==> src/rtl/nmr_pkg.sv <==
// Shared types for the N-modular-redundancy vote controller.
package nmr_pkg;

    localparam int MAX_CH = 8;
    localparam int IDX_W  = 3;

    typedef enum logic [2:0] {
        IDLE,
        COLLECT,
        COMPARE,
        DONE,
        FAULT
    } state_e;

    typedef struct packed {
        logic [IDX_W-1:0]  winner;
        logic              has_maj;
        logic              all_eq;
        logic [MAX_CH-1:0] mask;
    } vote_result_t;

endpackage

==> src/rtl/nmr_majority.sv <==
// Combinational agree-count majority vote over CHANNELS latched words.
module nmr_majority
    import nmr_pkg::*;
#(
    parameter int WIDTH    = 32,
    parameter int CHANNELS = 3
) (
    input  logic [CHANNELS*WIDTH-1:0] i_words,
    output vote_result_t              o_result
);

    logic [WIDTH-1:0] w_word [CHANNELS];
    logic [3:0]       w_agree [CHANNELS];
    logic [WIDTH-1:0] w_win_word;
    logic             w_found;
    logic [IDX_W-1:0] w_winner;

    for (genvar g = 0; g < CHANNELS; g++) begin : g_unpack
        assign w_word[g] = i_words[g*WIDTH +: WIDTH];
    end

    always_comb begin
        for (int i = 0; i < CHANNELS; i++) begin
            w_agree[i] = '0;
            for (int j = 0; j < CHANNELS; j++) begin
                if (w_word[i] == w_word[j]) begin
                    w_agree[i] = w_agree[i] + 4'd1;
                end
            end
        end
    end

    // Lowest-index channel holding a strict majority wins.
    always_comb begin
        w_found    = 1'b0;
        w_winner   = '0;
        w_win_word = '0;
        for (int i = 0; i < CHANNELS; i++) begin
            if (!w_found && (2 * int'(w_agree[i]) > CHANNELS)) begin
                w_found    = 1'b1;
                w_winner   = IDX_W'(i);
                w_win_word = w_word[i];
            end
        end
    end

    always_comb begin
        o_result         = '0;
        o_result.winner  = w_winner;
        o_result.has_maj = w_found;
        o_result.all_eq  = (int'(w_agree[0]) == CHANNELS);
        for (int j = 0; j < CHANNELS; j++) begin
            o_result.mask[j] = w_found && (w_word[j] != w_win_word);
        end
    end

endmodule

==> src/rtl/nmr_vote_sm.sv <==
// NMR compare/vote controller: collects one word per channel, votes, and reports
// the agreed word plus dissent, timeout and no-majority faults with a sticky interrupt.
module nmr_vote_sm
    import nmr_pkg::*;
#(
    parameter int WIDTH    = 32,
    parameter int CHANNELS = 3,
    parameter int TIMEOUT  = 16,
    parameter int CNT_W    = 8
) (
    input  logic                      clk,
    input  logic                      reset,
    input  logic [CHANNELS*WIDTH-1:0] data_in,
    input  logic [CHANNELS-1:0]       data_set,
    input  logic                      int_ack,
    output logic [WIDTH-1:0]          voted_data,
    output logic                      voted_valid,
    output logic                      isMatch,
    output logic [CHANNELS-1:0]       fault_mask,
    output logic                      timeout_flag,
    output logic                      nomaj_flag,
    output logic [CNT_W-1:0]          err_count,
    output logic                      interupt_prompt
);

    localparam int                  TCNT_W = $clog2(TIMEOUT + 1);
    localparam logic [CHANNELS-1:0] ALL_CH = '1;

    state_e               r_state;
    state_e               w_next;
    logic [WIDTH-1:0]     r_word [CHANNELS];
    logic [CHANNELS-1:0]  r_valid;
    logic [TCNT_W-1:0]    r_tcnt;
    logic [CHANNELS*WIDTH-1:0] w_words;
    vote_result_t         w_vote;
    logic [WIDTH-1:0]     w_win_word;

    logic                 w_capture;
    logic                 w_round_end;
    logic                 w_compare;
    logic                 w_timeout_hit;
    logic                 w_vote_fault;
    logic                 w_fault_evt;

    logic [WIDTH-1:0]     r_voted_data;
    logic                 r_voted_valid;
    logic                 r_is_match;
    logic [CHANNELS-1:0]  r_fault_mask;
    logic                 r_timeout_flag;
    logic                 r_nomaj_flag;
    logic [CNT_W-1:0]     r_err_count;
    logic                 r_irq;

    function automatic logic [CNT_W-1:0] sat_inc(input logic [CNT_W-1:0] v);
        return (&v) ? v : v + 1'b1;
    endfunction

    for (genvar g = 0; g < CHANNELS; g++) begin : g_pack
        assign w_words[g*WIDTH +: WIDTH] = r_word[g];
    end

    nmr_majority #(
        .WIDTH    (WIDTH),
        .CHANNELS (CHANNELS)
    ) u_majority (
        .i_words  (w_words),
        .o_result (w_vote)
    );

    always_comb begin
        w_win_word = '0;
        for (int i = 0; i < CHANNELS; i++) begin
            if (w_vote.winner == IDX_W'(i)) begin
                w_win_word = r_word[i];
            end
        end
    end

    always_ff @(posedge clk) begin
        if (reset) begin
            r_state <= IDLE;
        end else begin
            r_state <= w_next;
        end
    end

    // The timeout is only reached with channels still missing; a full bitmap goes to vote.
    always_comb begin
        w_next = r_state;
        case (r_state)
            IDLE:    if (|data_set) w_next = COLLECT;
            COLLECT: begin
                if (r_valid == ALL_CH) begin
                    w_next = COMPARE;
                end else if (r_tcnt == TCNT_W'(TIMEOUT - 1)) begin
                    w_next = FAULT;
                end
            end
            COMPARE: w_next = w_vote.has_maj ? DONE : FAULT;
            DONE:    w_next = IDLE;
            FAULT:   w_next = IDLE;
            default: w_next = IDLE;
        endcase
    end

    always_comb begin
        w_capture     = (r_state == IDLE) || (r_state == COLLECT);
        w_round_end   = (r_state == DONE) || (r_state == FAULT);
        w_compare     = (r_state == COMPARE);
        w_timeout_hit = (r_state == COLLECT) && (r_valid != ALL_CH)
                        && (r_tcnt == TCNT_W'(TIMEOUT - 1));
        w_vote_fault  = w_compare
                        && (!w_vote.has_maj || (w_vote.mask[CHANNELS-1:0] != '0));
        w_fault_evt   = w_timeout_hit || w_vote_fault;
    end

    // First write wins: a channel already latched this round ignores further sets.
    always_ff @(posedge clk) begin
        if (reset) begin
            r_valid <= '0;
            for (int i = 0; i < CHANNELS; i++) begin
                r_word[i] <= '0;
            end
        end else if (w_round_end) begin
            r_valid <= '0;
        end else if (w_capture) begin
            for (int i = 0; i < CHANNELS; i++) begin
                if (data_set[i] && !r_valid[i]) begin
                    r_valid[i] <= 1'b1;
                    r_word[i]  <= data_in[i*WIDTH +: WIDTH];
                end
            end
        end
    end

    always_ff @(posedge clk) begin
        if (reset || (r_state != COLLECT)) begin
            r_tcnt <= '0;
        end else begin
            r_tcnt <= r_tcnt + 1'b1;
        end
    end

    // A fault registered in the same cycle as int_ack takes priority over the clear.
    always_ff @(posedge clk) begin
        if (reset) begin
            r_voted_data   <= '0;
            r_voted_valid  <= 1'b0;
            r_is_match     <= 1'b0;
            r_fault_mask   <= '0;
            r_timeout_flag <= 1'b0;
            r_nomaj_flag   <= 1'b0;
            r_err_count    <= '0;
            r_irq          <= 1'b0;
        end else begin
            r_voted_valid <= w_compare && w_vote.has_maj;
            if (w_compare) begin
                r_is_match   <= w_vote.all_eq;
                r_fault_mask <= w_vote.has_maj ? w_vote.mask[CHANNELS-1:0] : ALL_CH;
                if (w_vote.has_maj) begin
                    r_voted_data <= w_win_word;
                end
            end
            if (w_timeout_hit) begin
                r_fault_mask <= ~r_valid;
            end

            if (w_timeout_hit) begin
                r_timeout_flag <= 1'b1;
            end else if (int_ack) begin
                r_timeout_flag <= 1'b0;
            end

            if (w_compare && !w_vote.has_maj) begin
                r_nomaj_flag <= 1'b1;
            end else if (int_ack) begin
                r_nomaj_flag <= 1'b0;
            end

            if (w_fault_evt) begin
                r_irq       <= 1'b1;
                r_err_count <= sat_inc(r_err_count);
            end else if (int_ack) begin
                r_irq <= 1'b0;
            end
        end
    end

    assign voted_data      = r_voted_data;
    assign voted_valid     = r_voted_valid;
    assign isMatch         = r_is_match;
    assign fault_mask      = r_fault_mask;
    assign timeout_flag    = r_timeout_flag;
    assign nomaj_flag      = r_nomaj_flag;
    assign err_count       = r_err_count;
    assign interupt_prompt = r_irq;

endmodule
==> config.mk <==
export PLATFORM = sky130hd
export DESIGN_NAME = nmr_vote_sm
export DESIGN_NICKNAME = d
export VERILOG_FILES = /design/src/rtl/nmr_pkg.sv /design/src/rtl/nmr_majority.sv /design/src/rtl/nmr_vote_sm.sv
export SDC_FILE = /design/constraint.sdc
export NUM_CORES = 1
export LEC_CHECK = 0
export CORE_ASPECT_RATIO = 0.8
export CORE_MARGIN = 2
export CORE_UTILIZATION = 36
export CTS_CLUSTER_DIAMETER = 120
export DETAILED_ROUTE_END_ITERATION = 16
export PLACE_DENSITY = 0.57
export REMOVE_ABC_BUFFERS = 1
export SYNTH_ARGS = -nofsm -noshare
export SYNTH_HDL_FRONTEND = slang
export SYNTH_SLANG_ARGS = --single-unit
export TNS_END_PERCENT = 10
==> constraint.sdc <==
create_clock -name clk -period 4.2 [get_ports clk]
set_input_delay 1.26 -clock clk [delete_from_list [all_inputs] [get_ports clk]]
set_output_delay 1.26 -clock clk [all_outputs]
set_load 0.005 [all_outputs]
==> summary.md <==
| Metric | Value |
|---|---|
| Outcome | completed |
| Initial Util | 0.365 |
| Top_reg_cell synth | edfxtp_1 |
| Final hold vios | 0 |
| Core ar. | 0.0224 mm^2 |
| Vias per inst | 5.18 |
| Pins Over Slew Limit | 0 |
| Post-route met1 wirelength | 12900 um |
| H-tree levels | 4 |
| CTS tree | done |
| CP Cell Sequence | xor2_1, nor4_1, nand4_1, or4_1, and2_4, a22o_1, and4_4, a31oi_2, o31ai_2, buf_4, or4_1, a21oi_1 |
| Crit-path slowest cell | or4_1 |
| Post-Synthesis Cells | 811 |
| Initial drt markers | 709 |
| Crit path max fanout | 25 |
| Hold Crit Start | r_tcnt[0] |
| Sequential area share after synthesis | 0.496 |
| Minimum clock period | 3.97 ns |
| Worst setup path category | reg2reg |
| Drt pass-1 iters | 5 |
| Global-route wire length before repair | 40100 um |
| Met3 wire len | 1860 um |
| Endpoint class of the critical path | flop |
| Worst R2R Path Depth | 12 |
| Clock root buffer | clkbuf_16 |
| Hold_buf cts | 0 |
| Slew margin rel. | 0.458 |
| Most frequent cells in the layout | clkdlybuf4s50_1 (148), and2_1 (97), edfxtp_1 (96) |
| Avg Cell Area, Syn | 10.1 um^2 |
| Routed vias | 6661 |
| RSZ-0062 raised after global routing | false |
| Mapped cell area | 0.00819 mm^2 |
| Yosys warning count | 0 |
| Share of cells above drive strength 1 | 0.0836 |
| CP peak stage delay | 0.69 ns |
| Initial antenna violation count | 0 |
| Setup tns final | 0 ns |
| Worst skew pair latency | 0.43 ns |
| Row cnt | 49 |
| Worst slew pin tran | 0.813 ns |
| Final worst-path cycle share | 0.945 |
| Yosys reg bits | 155 |
| Most common cell after layout, fill and taps aside | clkdlybuf4s50_1 |
| Crit path max-delay family | simple AND/OR/NAND/NOR gates |
| Library cells used by synthesis | 56 |
| N_diodes | 0 |
| Global route total overflow | 0 |
| Multi-input gate area | 0.00380 mm^2 |
| PostCTS Resize Cnt | 0 |
| Largest net degree at the start of global routing | 63 |
| Crit path from | r_word[0][30] |
| WL per Instance | 20.2 um |
| Post-synth EDFFs | 96 |
| Fin Clk Skew | 0.0114 ns |
| P_sw | 0.00104 W |
| Top Metal Used | met4 |
| Clk sinks | 155 |
| Max Clk Rate | 252 MHz |
| CP Launch Type | flop |
| Final instance area | 0.0108 mm^2 |
| Area delta synth->final | 32.3% |
| Int Pwr | 0.00304 W |
| Comb pwr share | 0.131 |
| LEAKAGE | 3.80 nW |
| Remaining antenna violation count | 0 |
| Chip height | 139 um |
| Clock share of power | 0.408 |
| Reg2reg end | err_count[7] |
| DIE AREA | 0.0240 mm^2 |
| Gpl congestion | 0.966 |
| Layout fillers | 2130 |
| Vias in the first global route | 6488 |
| # setup viols final | 0 |
| Setup Buffers After CTS | 0 |
| GRT Overall Usage | 0.221 |
| Worst EP required | 4.55 ns |
| CTS Buf Count | 17 |
| # IOs | 150 |
| Max-cap violations | 0 |
| Sw Ratio | 0.254 |
| Reg-to-reg setup timing slack | 0.23 ns |
| Final #Nets | 1073 |
| DRC | 0 |
| Hold Path Depth | 1 |
| P per Cell Area | 376 mW/mm^2 |
| DP Area | 0.0102 mm^2 |
| IO buf count | 149 |
| Dpl hpwl | 20000 um |
| Critical path arrival | 4.32 ns |
| Clk buf depth | 2 |
| Die X | 173 um |
| Most used cell, CP | or4_1 |
| Buf/Inv on CP | 1 |
| Seq. cell area | 0.00406 mm^2 |
| Clk slew on worst S/H paths | 0.07 ns |
| Seq pwr share | 0.461 |
| FFs w/ async S/R, synth | 0 |
| DRT Wirelength | 26000 um |
| WHS Endpoint | r_tcnt[0] |
| Crit Reg-Reg Startpoint | r_word[0][30] |
| Hold Path Class | reg2reg |
| Worst VDD drop | 0.250 mV |
| Met2 routed WL | 10700 um |
layer usage:
metal / up-vias / track usage
met5: - / 0
met4: 0 / 0.0620
li1: 3211 / -
met2: 282 / 0.311
met1: 3138 / 0.341
met3: 30 / 0.0430
synth_stat cells (all sizes together), types with 11 or more instances:
cell	number	area [um^2]
and2	98	616
edfxtp	96	2880
nor2	69	259
dfxtp	59	1180
xnor2	53	464
xor2	43	384
a21oi	42	210
nand2	36	135
inv	35	131
a211oi	30	225
clkbuf	28	105
buf	21	116
a22oi	19	143
nand2b	19	119
nor4	19	138
mux2i	15	150
nand4	13	81.3
nand3	11	55.1
nor3	11	55.1
flip-flops by register name, summed over array words and instances (netlist names):
register / count
voted_valid: 1
isMatch: 1
nomaj_flag: 1
r_valid: 3
timeout_flag: 1
r_word: 96
interupt_prompt: 1
r_state: 3
fault_mask: 3
r_tcnt: 5
voted_data: 32
err_count: 8
logic make-up (layout without fill, tap and decap cells):
family | after synthesis | count (layout) | share of synthesized area
AND/OR/NAND/NOR | 300 | 300 | 0.198
AO/OA/AOI/OAI | 157 | 157 | 0.135
multiplexers | 16 | 16 | 0.0197
XOR/XNOR | 96 | 96 | 0.104
flip-flops | 155 | 155 | 0.496
adder cells (fa/ha/maj) | 3 | 3 | 0.00458
buffers and inverters | 84 | 254 | 0.0431
worst max path at each step:
stage | end | slack, ns | cells past startpoint
finish | err_count[7] | 0.23 | 12
global route | fault_mask[2] | 0.06 | 13
CTS | err_count[7] | 0.24 | 12
detailed placement | err_count[7] | 0.27 | 12
global placement | err_count[7] | 0.38 | 12
floorplan | r_word[0][0] | -2.02 | 4
through the flow:
stage,utilization,cells,hold slack [ns],setup WS (ns),power (W)
floorplan,-,762,0.418,-2.02,0.00214
global placement,0.454,1255,0.435,0.383,0.00245
detailed placement,0.454,1255,0.445,0.273,0.00244
CTS,0.483,1287,0.456,0.241,0.00410
global route,0.483,1287,0.479,0.0581,0.00422
finish,0.483,1287,0.455,0.229,0.00407
cell type report:
cell class | count | area share
sequential | 155 | 0.375
timing repair buffer | 187 | 0.167
inverter | 35 | 0.0121
tap | 306 | 0.0353
clock buffer | 25 | 0.0508
multi-input combinational | 572 | 0.351
clock inverter | 7 | 0.00889
power groups by stage:
stage               clock network (W)  registers [W]  logic [W]
finish                        0.00166        0.00188   0.000534
global route                  0.00175        0.00189   0.000582
CTS                           0.00169        0.00187   0.000537
detailed placement                  0        0.00191   0.000534
global placement                    0        0.00191   0.000541
floorplan                           0        0.00185   0.000283
Note: power is estimated with default switching activity, not from simulation.
